### src/rtl/neuron_rate_decoder_pkg.sv
// Shared constants, FSM state, result record and hysteresis rule for the
// neuron rate decoder.
package neuron_pkg;

    localparam int WINDOW_DEF    = 16;
    localparam int HI_THRESH_DEF = 10;
    localparam int LO_THRESH_DEF = 6;
    localparam int CNT_W_DEF     = $clog2(WINDOW_DEF + 1);
    // Wide enough for any legal WINDOW (up to 255).
    localparam int MAX_CNT_W     = 8;

    typedef enum logic {
        IDLE,
        RUN
    } state_t;

    typedef struct packed {
        logic [MAX_CNT_W-1:0] count;
        logic                 active;
    } result_t;

    // Set at or above hi, clear at or below lo, otherwise hold.
    function automatic logic next_active(input logic [MAX_CNT_W-1:0] count,
                                         input logic prev, input int hi, input int lo);
        if (int'(count) >= hi) return 1'b1;
        if (int'(count) <= lo) return 1'b0;
        return prev;
    endfunction

endpackage

### src/rtl/neuron_rate_decoder_if.sv
// Valid/ready result port from the rate decoder to the readout logic.
interface neuron_rate_decoder_if #(
    parameter int CNT_W = neuron_pkg::CNT_W_DEF
);
    import neuron_pkg::*;

    logic             out_valid;
    logic             out_ready;
    logic [CNT_W-1:0] out_count;
    logic             out_active;

    modport master (output out_valid, out_count, out_active, input out_ready);
    modport slave  (input out_valid, out_count, out_active, output out_ready);

endinterface

### src/rtl/spike_edge_detect.sv
// Registers the incoming spike and produces the per-cycle event term:
// the level itself, or only its rising edge when EDGE_MODE is set.
module spike_edge_detect #(
    parameter bit EDGE_MODE = 1'b0
) (
    input  logic clk,
    input  logic rst_n,
    input  logic clr,
    input  logic spike,
    output logic spike_evt
);

    logic spike_q;

    // NOTE: sequential state uses non-blocking assignments so every flop
    // samples pre-edge values regardless of statement order.
    always_ff @(posedge clk or negedge rst_n) begin
        if (!rst_n) begin
            spike_q <= 1'b0;
        end else if (clr) begin
            spike_q <= 1'b0;
        end else begin
            spike_q <= spike;
        end
    end

    assign spike_evt = spike & ~(EDGE_MODE & spike_q);

endmodule

### src/rtl/neuron_rate_decoder.sv
// Counts neuron firing over fixed windows, classifies each window with
// hysteresis and offers the result on a valid/ready port.
module neuron_rate_decoder
    import neuron_pkg::*;
#(
    parameter int WINDOW    = WINDOW_DEF,
    parameter int HI_THRESH = HI_THRESH_DEF,
    parameter int LO_THRESH = LO_THRESH_DEF,
    parameter bit EDGE_MODE = 1'b0
) (
    input  logic                   clk,
    input  logic                   rst_n,
    input  logic                   en,
    input  logic                   clr,
    input  logic                   spike,
    neuron_rate_decoder_if.master  rd,
    output logic                   overrun
);

    localparam int CNT_W = $clog2(WINDOW + 1);
    localparam int WIN_W = $clog2(WINDOW);

    state_t           state_q, state_d;
    logic [WIN_W-1:0] win_q, win_d;
    logic [CNT_W-1:0] evt_q, evt_d, evt_sum;
    logic             spike_evt;
    logic             load;
    result_t          res_q, res_d;
    logic             valid_q;
    logic             overrun_q;

    spike_edge_detect #(.EDGE_MODE(EDGE_MODE)) u_edge (
        .clk       (clk),
        .rst_n     (rst_n),
        .clr       (clr),
        .spike     (spike),
        .spike_evt (spike_evt)
    );

    assign evt_sum = evt_q + CNT_W'(spike_evt);

    // NOTE: every variable written here gets a default first, so no path
    // can leave one unassigned and infer a latch.
    always_comb begin
        state_d = state_q;
        win_d   = win_q;
        evt_d   = evt_q;
        load    = 1'b0;
        unique case (state_q)
            IDLE: begin
                // The enabling clock is already sample 0 of the window.
                if (en) begin
                    state_d = RUN;
                    win_d   = WIN_W'(1);
                    evt_d   = evt_sum;
                end
            end
            RUN: begin
                if (!en) begin
                    state_d = IDLE;
                    win_d   = '0;
                    evt_d   = '0;
                end else if (win_q == WIN_W'(WINDOW - 1)) begin
                    load  = 1'b1;
                    win_d = '0;
                    evt_d = '0;
                end else begin
                    win_d = win_q + WIN_W'(1);
                    evt_d = evt_sum;
                end
            end
            default: state_d = IDLE;
        endcase
    end

    always_comb begin
        res_d        = '0;
        res_d.count  = MAX_CNT_W'(evt_sum);
        res_d.active = next_active(res_d.count, res_q.active, HI_THRESH, LO_THRESH);
    end

    always_ff @(posedge clk or negedge rst_n) begin
        if (!rst_n) begin
            state_q   <= IDLE;
            win_q     <= '0;
            evt_q     <= '0;
            res_q     <= '0;
            valid_q   <= 1'b0;
            overrun_q <= 1'b0;
        end else if (clr) begin
            state_q   <= IDLE;
            win_q     <= '0;
            evt_q     <= '0;
            res_q     <= '0;
            valid_q   <= 1'b0;
            overrun_q <= 1'b0;
        end else begin
            state_q <= state_d;
            win_q   <= win_d;
            evt_q   <= evt_d;
            if (load) begin
                res_q   <= res_d;
                valid_q <= 1'b1;
                // Overwriting a result nobody took is the only overrun case.
                if (valid_q && !rd.out_ready) overrun_q <= 1'b1;
            end else if (valid_q && rd.out_ready) begin
                valid_q <= 1'b0;
            end
        end
    end

    // A window can never hold more events than it has samples.
    assert property (@(posedge clk) disable iff (!rst_n) res_q.count <= MAX_CNT_W'(WINDOW));

    assign rd.out_valid  = valid_q;
    assign rd.out_count  = res_q.count[CNT_W-1:0];
    assign rd.out_active = res_q.active;
    assign overrun       = overrun_q;

endmodule

### src/flat_wrapper.sv
// flat-port wrapper written by rule: the top's interface ports become plain ports
module neuron_rate_decoder_flat import neuron_pkg::*;
#(
    parameter int WINDOW    = WINDOW_DEF,
    parameter int HI_THRESH = HI_THRESH_DEF,
    parameter int LO_THRESH = LO_THRESH_DEF,
    parameter bit EDGE_MODE = 1'b0
)
  (clk, rst_n, en, clr, spike, overrun, rd_out_valid, rd_out_count, rd_out_active, rd_out_ready);
  neuron_rate_decoder_if rd_i ();
  input  logic clk;
  input  logic rst_n;
  input  logic en;
  input  logic clr;
  input  logic spike;
  output logic overrun;
  output wire logic [$bits(rd_i.out_valid)-1:0] rd_out_valid;
  output wire logic [$bits(rd_i.out_count)-1:0] rd_out_count;
  output wire logic [$bits(rd_i.out_active)-1:0] rd_out_active;
  input wire logic [$bits(rd_i.out_ready)-1:0] rd_out_ready;
  assign rd_out_valid = rd_i.out_valid;
  assign rd_out_count = rd_i.out_count;
  assign rd_out_active = rd_i.out_active;
  assign rd_i.out_ready = rd_out_ready;
  neuron_rate_decoder #(.WINDOW(WINDOW), .HI_THRESH(HI_THRESH), .LO_THRESH(LO_THRESH), .EDGE_MODE(EDGE_MODE)) u_core (.clk(clk), .rst_n(rst_n), .en(en), .clr(clr), .spike(spike), .rd(rd_i), .overrun(overrun));
endmodule
### config.mk
export PLATFORM = sky130hd
export DESIGN_NAME = neuron_rate_decoder_flat
export DESIGN_NICKNAME = d
export VERILOG_FILES = /design/src/rtl/neuron_rate_decoder_pkg.sv /design/src/rtl/neuron_rate_decoder_if.sv /design/src/rtl/spike_edge_detect.sv /design/src/rtl/neuron_rate_decoder.sv /design/src/flat_wrapper.sv
export SDC_FILE = /design/constraint.sdc
export NUM_CORES = 1
export LEC_CHECK = 0
export CAP_MARGIN = 20
export CORE_ASPECT_RATIO = 1.1
export CORE_MARGIN = 2
export CORE_UTILIZATION = 44
export DETAILED_ROUTE_END_ITERATION = 10
export PLACE_DENSITY = 0.67
export SYNTH_ARGS = -nofsm -noshare
export SYNTH_HDL_FRONTEND = slang
export SYNTH_SLANG_ARGS = --single-unit
### constraint.sdc
create_clock -name clk -period 3.7 [get_ports clk]
set_clock_uncertainty 0.1 [all_clocks]
set_input_delay 1.11 -clock clk [delete_from_list [all_inputs] [get_ports clk]]
set_output_delay 1.11 -clock clk [all_outputs]
set_load 0.02 [all_outputs]
==> key figures <==
Clock tree
  – Clk Tree Root Cell: clkbuf_4
  – H-tree depth: 1
  – Post-CTS Setup Bufs: 0
  – CTS max path bufs: 2
  – Clk slew on worst S/H paths: 0.10 ns
  – Post-CTS Resized: 0
  – Total CTS buffers: 3
  – CTS hold repair buffers: 0
  – Worst skew pair latency: ~0.28 ns
  – CTS tree: yes
  – CTS Sinks: 18

Floorplan
  – Starting Density: 0.453
  – Die Height: between 50 and 60 µm
  – Core ar.: approximately 2000 µm²
  – Die area: roughly 2400 µm²
  – Die X: 46.8 µm
  – # IOs: 14
  – # rows: 17

Synthesis
  – Asr flop ratio synth: 1.00
  – Post-Syn Area: 886 µm²
  – Syn Inst Count: 86
  – Dominant synthesized flop cell: dfrtp_1
  – Cell variety after synth: 32
  – Sequential area share after synthesis: 0.508
  – EDFF count, synth: 0
  – Cell taking the most area after synthesis: dfrtp_1
  – Seq cells post-synth: 18
  – Yosys warns: 0
  – Yosys top cell area share: 0.508
  – Syn avg cell area: around 10 µm²
  – Syn_nets: 95
  – Area contributors post-synth: dfrtp_1 51%, a22o_1 4.9%, ha_1 4.2%

Finish
  – Most common cell after layout, fill and taps aside: dfrtp_1
  – Final nets: roughly 110
  – Post-route cell area: approximately 1100 µm²
  – Layout cell share with drive strength beyond 1: 0.0700
  – Leading cell types in the layout, fill and taps excluded: 18 x dfrtp_1, 13 x clkdlybuf4s50_1, 9 x nand2_1
  – Post-route insts no fill: around 130
  – Ant diodes: 0
  – Area added between synthesis and finish: 19.8%
  – FILL cells: around 180

Drt
  – Routed Antenna Nets: 0
  – Total wire length: approximately 1700 µm
  – WL/cell: 13.3 µm
  – Drt first pass iters: 4
  – WL met1: ~830 µm
  – Metal3 WL: roughly 62 µm
  – Met2 WL: 783 µm
  – DR top layer: met4
  – Starting DRT DRC Count: 20
  – Via/cell ratio: approximately 5.4
  – Drt drc: 0
  – Via count: 687

GRT
  – First-pass GRT wire length: around 3000 µm
  – Congestion Overflow GR: 0
  – Maximum number of pins on one net before global-route repair: 19
  – Initial antenna violation count: 0
  – Tot GR Track Use: 0.177
  – Number of global-route vias before repair: 652

Placement
  – # port buffers: 13
  – Final RePlAce weighted congestion: about 0.82
  – Post-DP Area: roughly 1000 µm²
  – Cells after DPL: between 100 and 150
  – Pre-CTS WS: around 0.67 ns
  – Final HPWL DP: 1280 µm

STA
  – Final period util: 0.742
  – Endpoints failing hold: 0
  – RSZ-0062 raised after global routing: false
  – Min Tclk post-route: roughly 2.7 ns
  – Slew @ Worst Pin: about 0.80 ns
  – Slew Limit Headroom: 0.466
  – Setup violations, final: 0
  – Setup tns final: 0 ns
  – Crit path setup slack, layout: ~0.95 ns
  – Max-slew violation count: 0
  – Achievable Freq: between 300 and 400 MHz

Worst setup path
  – RR Startpoint: u_core.evt_q[0]
  – Reg2reg end: u_core.rd.out_active
  – Worst r2r path cells: 6
  – CP Launch Type: input port
  – Crit path max fanout: 6
  – R2R setup slack: about 1.8 ns
  – WP data required: roughly 3.8 ns
  – Crit path kind: in -> reg
  – Critical path arrival: between 2 and 3 ns
  – Worst Setup End Kind: register

Power and ir drop
  – Peak supply drop: around 0.00017 V
  – Power, Total: approximately 0.32 mW
  – PD cells: between 300 and 400 nW/µm²
  – Leakage power: between 0.4 and 0.5 nW

Run
  – # Max-Cap Violations: 0

Min path
  – Hold Path Origin: u_core.rd.out_count[3]
  – Hold crit path type: reg -> reg
  – Hold EP: u_core.rd.out_count[3]
  – Worst hold path depth: 2

Status
  – Status: finished, final reports clean
Yosys cell counts, types with 2 or more instances:
| cell type | count |
|---|---|
| dfrtp_1 | 18 |
| a31oi_1 | 2 |
| xor2_1 | 4 |
| a21oi_1 | 2 |
| nand2_1 | 9 |
| inv_1 | 3 |
| nor3_1 | 2 |
| a22o_1 | 5 |
| o21ai_1 | 7 |
| nor2_1 | 5 |
| ha_1 | 3 |
| nand3_1 | 6 |
metrics by stage:
step / utilization / hold WS (ns)
after floorplan: - / 0.362
after global placement: 0.531 / 0.378
after detailed placement: 0.531 / 0.383
after CTS: 0.542 / 0.411
after global routing: 0.542 / 0.443
final: 0.542 / 0.409
where the power goes:
part | switching, mW | internal (mW) | total [mW]
Sequential | 0.00340 | 0.199 | 0.203
Combinational | 0.0159 | 0.0113 | 0.0272
Clock | 0.0552 | 0.0377 | 0.0929
registers in the layout, summed over array words and instances (netlist names):
register              count
u_core.rd.out_valid       1
u_core.overrun            1
u_core.win_q              4
u_core.evt_q              5
u_core.rd.out_active      1
u_core.rd.out_count       5
u_core.state_q            1
area by class of cell:
cell class	instances	area, µm²	share of cell area
clock buffers	3	22.5	0.0212
inverters	4	15.0	0.0142
multi-input cells	62	408	0.384
flip-flops and latches	18	450	0.425
well taps	28	35.0	0.0330
repair buffers	13	130	0.123
kinds of logic after synthesis:
kind of cell,Yosys count,share of synthesized area
AO/OA/AOI/OAI,25,0.203
XOR/XNOR,4,0.0395
adder cells (fa/ha/maj),3,0.0424
buffers and inverters,6,0.0311
flip-flops,18,0.508
multiplexers,1,0.0113
AND/OR/NAND/NOR,29,0.164
metal layers:
| layer | vias to the layer above | GRT usage |
|---|---|---|
| li1 | 343 | - |
| met1 | 323 | 0.252 |
| met2 | 19 | 0.256 |
| met3 | 2 | 0.0318 |
| met4 | 0 | 0.0833 |
| met5 | - | 0 |
how the worst max path moves through the flow:
| stage | from | to | depth (start not counted) | slack, ns |
|---|---|---|---|---|
| 2_1_floorplan | spike | u_core.rd.out_active | 6 | 1.23 |
| 3_3_place_gp | spike | u_core.rd.out_active | 7 | 0.72 |
| 3_5_place_dp | spike | u_core.rd.out_active | 7 | 0.67 |
| 4_1_cts | spike | u_core.rd.out_active | 7 | 0.99 |
| 5_1_grt | spike | u_core.rd.out_active | 7 | 0.85 |
| 6_report | spike | u_core.rd.out_active | 7 | 0.95 |
critical path: stages:
cell and delay [ns]:
clkdlybuf4s50_1 0.46, ha_1 0.21, ha_1 0.29, nand3_1 0.12, xor2_1 0.31, o311a_1 0.26
a211oi_2 0.05
Power figures use the tool's default switching activity.
